--- config.mk ---
export PLATFORM = sky130hd
export DESIGN_NAME = des_key_schedule_flat
export DESIGN_NICKNAME = d
export VERILOG_FILES = /design/src/rtl/des_pkg.sv /design/src/rtl/des_key_schedule_if.sv /design/src/rtl/des_pc2.sv /design/src/rtl/des_key_schedule.sv /design/src/flat_wrapper.sv
export SDC_FILE = /design/constraint.sdc
export NUM_CORES = 1
export LEC_CHECK = 0
export ABC_AREA = 1
export CORE_MARGIN = 3
export CORE_UTILIZATION = 40
export DETAILED_ROUTE_END_ITERATION = 7
export PLACE_DENSITY = 0.67
export SLEW_MARGIN = 20
export SYNTH_ARGS = -nofsm -noshare
export SYNTH_HDL_FRONTEND = slang
export SYNTH_SLANG_ARGS = --single-unit
--- constraint.sdc ---
create_clock -name clk -period 2.01 [get_ports clk]
set_input_delay 0.402 -clock clk [delete_from_list [all_inputs] [get_ports clk]]
set_output_delay 0.402 -clock clk [all_outputs]
set_load 0.005 [all_outputs]
--- src/rtl/des_pkg.sv ---
// des_pkg: shared constants and types for the DES key schedule.
//   PC1_TAB / PC2_TAB : 1-based DES bit numbers, MSB-first (bit 1 = highest index)
//   SHIFT_TAB         : per-round rotation amount (1 or 2)
//   state_t           : schedule FSM states
//   rot28             : 28-bit circular rotate by 1 or 2, left or right
package des_pkg;
  localparam int KEY_W    = 64;
  localparam int HALF_W   = 28;
  localparam int CD_W     = 56;
  localparam int SUBKEY_W = 48;
  localparam int ROUNDS   = 16;

  typedef enum logic {
    IDLE = 1'b0,
    RUN  = 1'b1
  } state_t;

  localparam int PC1_TAB [CD_W] = '{
    57, 49, 41, 33, 25, 17,  9,
     1, 58, 50, 42, 34, 26, 18,
    10,  2, 59, 51, 43, 35, 27,
    19, 11,  3, 60, 52, 44, 36,
    63, 55, 47, 39, 31, 23, 15,
     7, 62, 54, 46, 38, 30, 22,
    14,  6, 61, 53, 45, 37, 29,
    21, 13,  5, 28, 20, 12,  4
  };

  localparam int PC2_TAB [SUBKEY_W] = '{
    14, 17, 11, 24,  1,  5,
     3, 28, 15,  6, 21, 10,
    23, 19, 12,  4, 26,  8,
    16,  7, 27, 20, 13,  2,
    41, 52, 31, 37, 47, 55,
    30, 40, 51, 45, 33, 48,
    44, 49, 39, 56, 34, 53,
    46, 42, 50, 36, 29, 32
  };

  // The table is symmetric about {1,8,15}, so the same lookup by the new
  // round index serves both the left (encrypt) and right (decrypt) walks.
  localparam int SHIFT_TAB [ROUNDS] = '{
    1, 1, 2, 2, 2, 2, 2, 2, 1, 2, 2, 2, 2, 2, 2, 1
  };

  function automatic logic [HALF_W-1:0] rot28(input logic [HALF_W-1:0] x,
                                              input logic two,
                                              input logic left);
    if (left)
      return two ? {x[25:0], x[27:26]} : {x[26:0], x[27]};
    else
      return two ? {x[1:0], x[27:2]} : {x[0], x[27:1]};
  endfunction
endpackage

--- src/rtl/des_key_schedule_if.sv ---
// des_key_schedule_if: key-offer and subkey-stream handshakes.
//   master : key source / subkey consumer (drives key_valid, key_in, decrypt, subkey_ready)
//   slave  : the key schedule (drives key_ready, subkey_valid, subkey, round_idx, subkey_last)
interface des_key_schedule_if;
  import des_pkg::*;

  logic                key_valid;
  logic                key_ready;
  logic [KEY_W-1:0]    key_in;
  logic                decrypt;
  logic                subkey_valid;
  logic                subkey_ready;
  logic [SUBKEY_W-1:0] subkey;
  logic [3:0]          round_idx;
  logic                subkey_last;

  modport master (
    output key_valid, key_in, decrypt, subkey_ready,
    input  key_ready, subkey_valid, subkey, round_idx, subkey_last
  );

  modport slave (
    input  key_valid, key_in, decrypt, subkey_ready,
    output key_ready, subkey_valid, subkey, round_idx, subkey_last
  );
endinterface

--- src/rtl/des_pc2.sv ---
// des_pc2: DES permuted choice 2, pure wiring.
//   cd  in  56 : {C,D}, cd[55] = C bit 1
//   k   out 48 : round subkey, k[47] = PC-2 bit 1
module des_pc2
  import des_pkg::*;
(
  input  logic [CD_W-1:0]     cd,
  output logic [SUBKEY_W-1:0] k
);

  always_comb begin
    k = '0;
    for (int i = 0; i < SUBKEY_W; i++)
      k[SUBKEY_W-1-i] = cd[CD_W - PC2_TAB[i]];
  end

endmodule

--- src/rtl/des_key_schedule.sv ---
// des_key_schedule: sequential DES key schedule, one 48-bit subkey per handshake,
// K1..K16 for encrypt or K16..K1 for decrypt.
//   clk, rst : single clock, synchronous active-high reset
//   bus      : des_key_schedule_if.slave (key offer in, subkey stream out)
//
// state | meaning
// IDLE  | waiting for a key; key_ready=1, subkey_valid=0
// RUN   | presenting subkey round_idx; advances on each subkey handshake
module des_key_schedule
  import des_pkg::*;
(
  input  logic clk,
  input  logic rst,
  des_key_schedule_if.slave bus
);

  state_t            state_q, state_d;
  logic [HALF_W-1:0] c_q, c_d, d_q, d_d;
  logic [3:0]        round_q, round_d;
  logic              dir_q, dir_d;
  logic [CD_W-1:0]   pc1_key;
  logic [3:0]        round_inc;
  logic              rot_two;

  always_comb begin
    pc1_key = '0;
    for (int i = 0; i < CD_W; i++)
      pc1_key[CD_W-1-i] = bus.key_in[KEY_W - PC1_TAB[i]];
  end

  always_ff @(posedge clk) begin
    if (rst) begin
      state_q <= IDLE;
      c_q     <= '0;
      d_q     <= '0;
      round_q <= '0;
      dir_q   <= 1'b0;
    end else begin
      state_q <= state_d;
      c_q     <= c_d;
      d_q     <= d_d;
      round_q <= round_d;
      dir_q   <= dir_d;
    end
  end

  always_comb begin
    state_d   = state_q;
    c_d       = c_q;
    d_d       = d_q;
    round_d   = round_q;
    dir_d     = dir_q;
    round_inc = round_q + 4'd1;
    rot_two   = (SHIFT_TAB[round_inc] == 2);
    case (state_q)
      IDLE: begin
        if (bus.key_valid) begin
          state_d = RUN;
          round_d = '0;
          dir_d   = bus.decrypt;
          // Decrypt starts at K16, whose C,D equal the PC-1 value itself.
          if (bus.decrypt) begin
            c_d = pc1_key[CD_W-1:HALF_W];
            d_d = pc1_key[HALF_W-1:0];
          end else begin
            c_d = rot28(pc1_key[CD_W-1:HALF_W], 1'b0, 1'b1);
            d_d = rot28(pc1_key[HALF_W-1:0], 1'b0, 1'b1);
          end
        end
      end
      RUN: begin
        if (bus.subkey_ready) begin
          if (round_q == 4'd15) begin
            state_d = IDLE;
            round_d = '0;
          end else begin
            round_d = round_inc;
            c_d     = rot28(c_q, rot_two, !dir_q);
            d_d     = rot28(d_q, rot_two, !dir_q);
          end
        end
      end
      default: state_d = IDLE;
    endcase
  end

  des_pc2 u_pc2 (
    .cd ({c_q, d_q}),
    .k  (bus.subkey)
  );

  assign bus.key_ready    = (state_q == IDLE);
  assign bus.subkey_valid = (state_q == RUN);
  assign bus.round_idx    = round_q;
  assign bus.subkey_last  = (state_q == RUN) && (round_q == 4'd15);

endmodule

--- src/flat_wrapper.sv ---
// flat-port wrapper written by rule: the top's interface ports become plain ports
module des_key_schedule_flat import des_pkg::*;
  (clk, rst, bus_key_valid, bus_key_in, bus_decrypt, bus_subkey_ready, bus_key_ready, bus_subkey_valid, bus_subkey, bus_round_idx, bus_subkey_last);
  des_key_schedule_if bus_i ();
  input  logic clk;
  input  logic rst;
  input wire logic [$bits(bus_i.key_valid)-1:0] bus_key_valid;
  input wire logic [$bits(bus_i.key_in)-1:0] bus_key_in;
  input wire logic [$bits(bus_i.decrypt)-1:0] bus_decrypt;
  input wire logic [$bits(bus_i.subkey_ready)-1:0] bus_subkey_ready;
  output wire logic [$bits(bus_i.key_ready)-1:0] bus_key_ready;
  output wire logic [$bits(bus_i.subkey_valid)-1:0] bus_subkey_valid;
  output wire logic [$bits(bus_i.subkey)-1:0] bus_subkey;
  output wire logic [$bits(bus_i.round_idx)-1:0] bus_round_idx;
  output wire logic [$bits(bus_i.subkey_last)-1:0] bus_subkey_last;
  assign bus_i.key_valid = bus_key_valid;
  assign bus_i.key_in = bus_key_in;
  assign bus_i.decrypt = bus_decrypt;
  assign bus_i.subkey_ready = bus_subkey_ready;
  assign bus_key_ready = bus_i.key_ready;
  assign bus_subkey_valid = bus_i.subkey_valid;
  assign bus_subkey = bus_i.subkey;
  assign bus_round_idx = bus_i.round_idx;
  assign bus_subkey_last = bus_i.subkey_last;
  des_key_schedule u_core (.clk(clk), .rst(rst), .bus(bus_i));
endmodule
==> metrics.cfg <==
[status]
status=finished clean

[sta]
maxSlewHeadroom=0.585
setup-violations-final=0
grt_setup_unrepaired=false
final_min_period_over_clock_period=0.968
hold_violations=0
slew_violations=0
setup-tns-final_ps=0
timing.fmax_ghz=0.514
fin_skew_ps=6.92
fin_ws_ps=65.0
timing.final.crit_period_ps=1940
timing_worst_slew_pin_value_ps=623

[route]
drt.antenna.violating_nets=0
remaining_drc_errors=0
detailroute.via_count=5816
detail_route.wl_per_cell_um=15.2
route.final.wire_length_mm=16.1
detail_route.iter0.violations=553
dr_pass1_iterations=6
drt-vias-per-instance=5.49

[synthesis]
netlist.top_cell.by_area=sky130_fd_sc_hd__dfxtp_1
netlist_area_mm2=0.00509
synthDistinctLibCells=22
post-synth-top-area-fraction=0.244
syn-mean-instance-area_um2=5.98
synth_area_leaders=sky130_fd_sc_hd__dfxtp_1 24%, sky130_fd_sc_hd__nand3_1 22%, sky130_fd_sc_hd__nor2_1 13%
synth_sequential_area_ratio=0.244
yosys_warnings=0
postSynthNetCount=925
synth-seq-cells=62
post_synthesis_cells=852

[floorplanning]
initial_core_utilization=0.417
fp.coreArea_mm2=0.0122
chipWidth_um=119
pin_count=124
cell_row_count=40
y_dimension_of_the_die_um=119
die_area_mm2=0.0141

[grt]
globalRouteOverflowTotal=0
global_route.usage.met3=0.0456
grt_start_max_net_pins=57
grtUsageMet2=0.323
groute.layer.met1.usage=0.329
busiest_layer=met1
antenna_found_initial=0
groute.usage.overall=0.222
grt_pass1_wl_mm=26.5
grt_pass1_vias=5215

[setup_path]
crit_fanout=13
delay_heaviest_family_cp=buffers and inverters
crit_path_cell_trace=inv_1, clkdlybuf4s50_1
critPathMaxStageDelay_ps=580
endpoint_class_of_the_critical_path=primary output
critPathSlowestCell=sky130_fd_sc_hd__clkdlybuf4s50_1
worstSetupStartpointType=flop
worst_ep_required_time_ps=1610
timing.critical_path.arrival_ps=1540
critical_path_buffers_and_inverters=2
worstSetupPathType=flop to primary output

[power]
vdd_ir_max_mv=0.316
share_clk_of_total_power=0.337
switching_share=0.325
power.internal_uw=2890
power.density_cell_area_mw_per_mm2=676
power.switching_uw=1390
comb_power_share=0.316
power.static_leakage_uw=0.00249
seq_power_share=0.347

[placement]
gp_congestion=0.811
detailed_place.area_mm2=0.00601
numPlacedInstances=1043
detailed_place_hpwl_mm=10.5
port_buffers=115
pre_cts_slack_ps=86.8

[clock_tree]
number_of_clock_buffers_inserted_by_tritoncts=9
clkLatencyLatePin_ps=330
cts_num_sinks=62
cts.root.buffer_cell=sky130_fd_sc_hd__clkbuf_16
clk_path_buf_depth=2
cts_hold_repair.buffers=0
tritoncts_clock_tree=done
clkSlewWorstSetupHoldPaths_ps=50
cts_htree_levels=3

[layout]
fin_area_mm2=0.00634
final_core_utilization=0.519
finish.net_count=960
antenna_diode_instance_count=0
flow.area_growth_from_synthesis_pct=24.4
finalNonFillerCells=1059
layout.cells.most_common=sky130_fd_sc_hd__nand3_1
ratio_of_cells_with_drive_above_1_in_the_final_layout=0.0673
final_cell_mix=227 x sky130_fd_sc_hd__nand3_1, 172 x sky130_fd_sc_hd__nor2_1, 113 x sky130_fd_sc_hd__clkdlybuf4s50_1

[hold_path]
hold_class=flop to flop

[job]
timing.max_cap.violations=0

## registers in the layout (all words and copies together), names as in the netlist
name                     flops
u_core.bus.subkey_valid      1
u_core.dir_q                 1
u_core.bus.round_idx         4
u_core.c_q                  28
u_core.d_q                  28
## worst register-to-register path: cells and delay by family (launching register included)
kind,cells,cell delay (ps)
adders and majority gates,1,290
buffers and inverters,2,420
AOI/OAI and AO/OA,1,150
and+or+nand+nor,5,570
DFF,1,310
## worst paths after layout
check,end,start,slack [ps],cells after the start
setup reg to reg,u_core.c_q[11],u_core.bus.round_idx[1],180,9
hold reg to reg,u_core.bus.round_idx[3],u_core.bus.round_idx[3],530,2
hold / removal,u_core.bus.round_idx[3],u_core.bus.round_idx[3],530,2
setup / recovery,bus_key_ready,u_core.bus.subkey_valid,70,2
## power by group through the flow
stage | sequential, uW | clock, uW | combinational (uW)
floorplan | 1460 | 0 | 937
global placement | 1510 | 0 | 1310
detailed placement | 1510 | 0 | 1320
CTS | 1480 | 1450 | 1330
global route | 1510 | 1510 | 1510
finish | 1490 | 1440 | 1360
## Yosys cell counts
| cell type | instances |
|---|---|
| sky130_fd_sc_hd__buf_1 | 2 |
| sky130_fd_sc_hd__nand2_1 | 70 |
| sky130_fd_sc_hd__nand3_1 | 228 |
| sky130_fd_sc_hd__a211oi_1 | 1 |
| sky130_fd_sc_hd__nor2_1 | 173 |
| sky130_fd_sc_hd__a21oi_1 | 60 |
| sky130_fd_sc_hd__clkbuf_1 | 35 |
| sky130_fd_sc_hd__ha_1 | 4 |
| sky130_fd_sc_hd__buf_6 | 10 |
| sky130_fd_sc_hd__nor2_2 | 1 |
| sky130_fd_sc_hd__dfxtp_1 | 62 |
| sky130_fd_sc_hd__buf_2 | 14 |
| sky130_fd_sc_hd__buf_4 | 59 |
| sky130_fd_sc_hd__nand4_1 | 2 |
| sky130_fd_sc_hd__nand3b_1 | 2 |
| sky130_fd_sc_hd__o21ai_1 | 6 |
| sky130_fd_sc_hd__inv_2 | 4 |
| sky130_fd_sc_hd__nor2_4 | 1 |
| sky130_fd_sc_hd__inv_1 | 8 |
| sky130_fd_sc_hd__nand2_2 | 2 |
| sky130_fd_sc_hd__a221oi_1 | 1 |
| sky130_fd_sc_hd__o21ai_0 | 107 |
## area by class of cell
type                            count  area, um^2
Tap cell                          168         210
Fill cell                        1317        5870
Clock inverter                      1        5.00
Sequential cell                    62        1240
Inverter                           12        45.0
Clock buffer                       14         264
Multi-Input combinational cell    658        3080
Timing Repair Buffer              144        1490
## stage by stage
step | hold slack (ps) | total power, uW
floorplan | 471 | 2400
global placement | 509 | 2820
detailed placement | 507 | 2830
CTS | 516 | 4260
global route | 551 | 4520
finish | 526 | 4280
## kinds of logic (layout without fill, tap and decap cells)
logic type                 Yosys count  count (layout)  share of synthesized area
AOI/OAI and AO/OA                  175             175                      0.173
adders and majority gates            4               4                    0.00983
buffers and inverters              132             171                      0.159
DFF                                 62              62                      0.244
and+or+nand+nor                    479             479                      0.414
## routing by layer
metal | part of all wire | routed length, um
met1 | 0.48 | 7750
met4 | 0.0075 | 120
met5 | 0 | 0
met2 | 0.43 | 6970
met3 | 0.078 | 1250
## what timing repair did
action	CTS	global route
setup endpoints to repair	1	26
resized for setup	5	6
gates cloned	0	1
buffers inserted	0	0
Note: power is estimated with default switching activity, not from simulation.
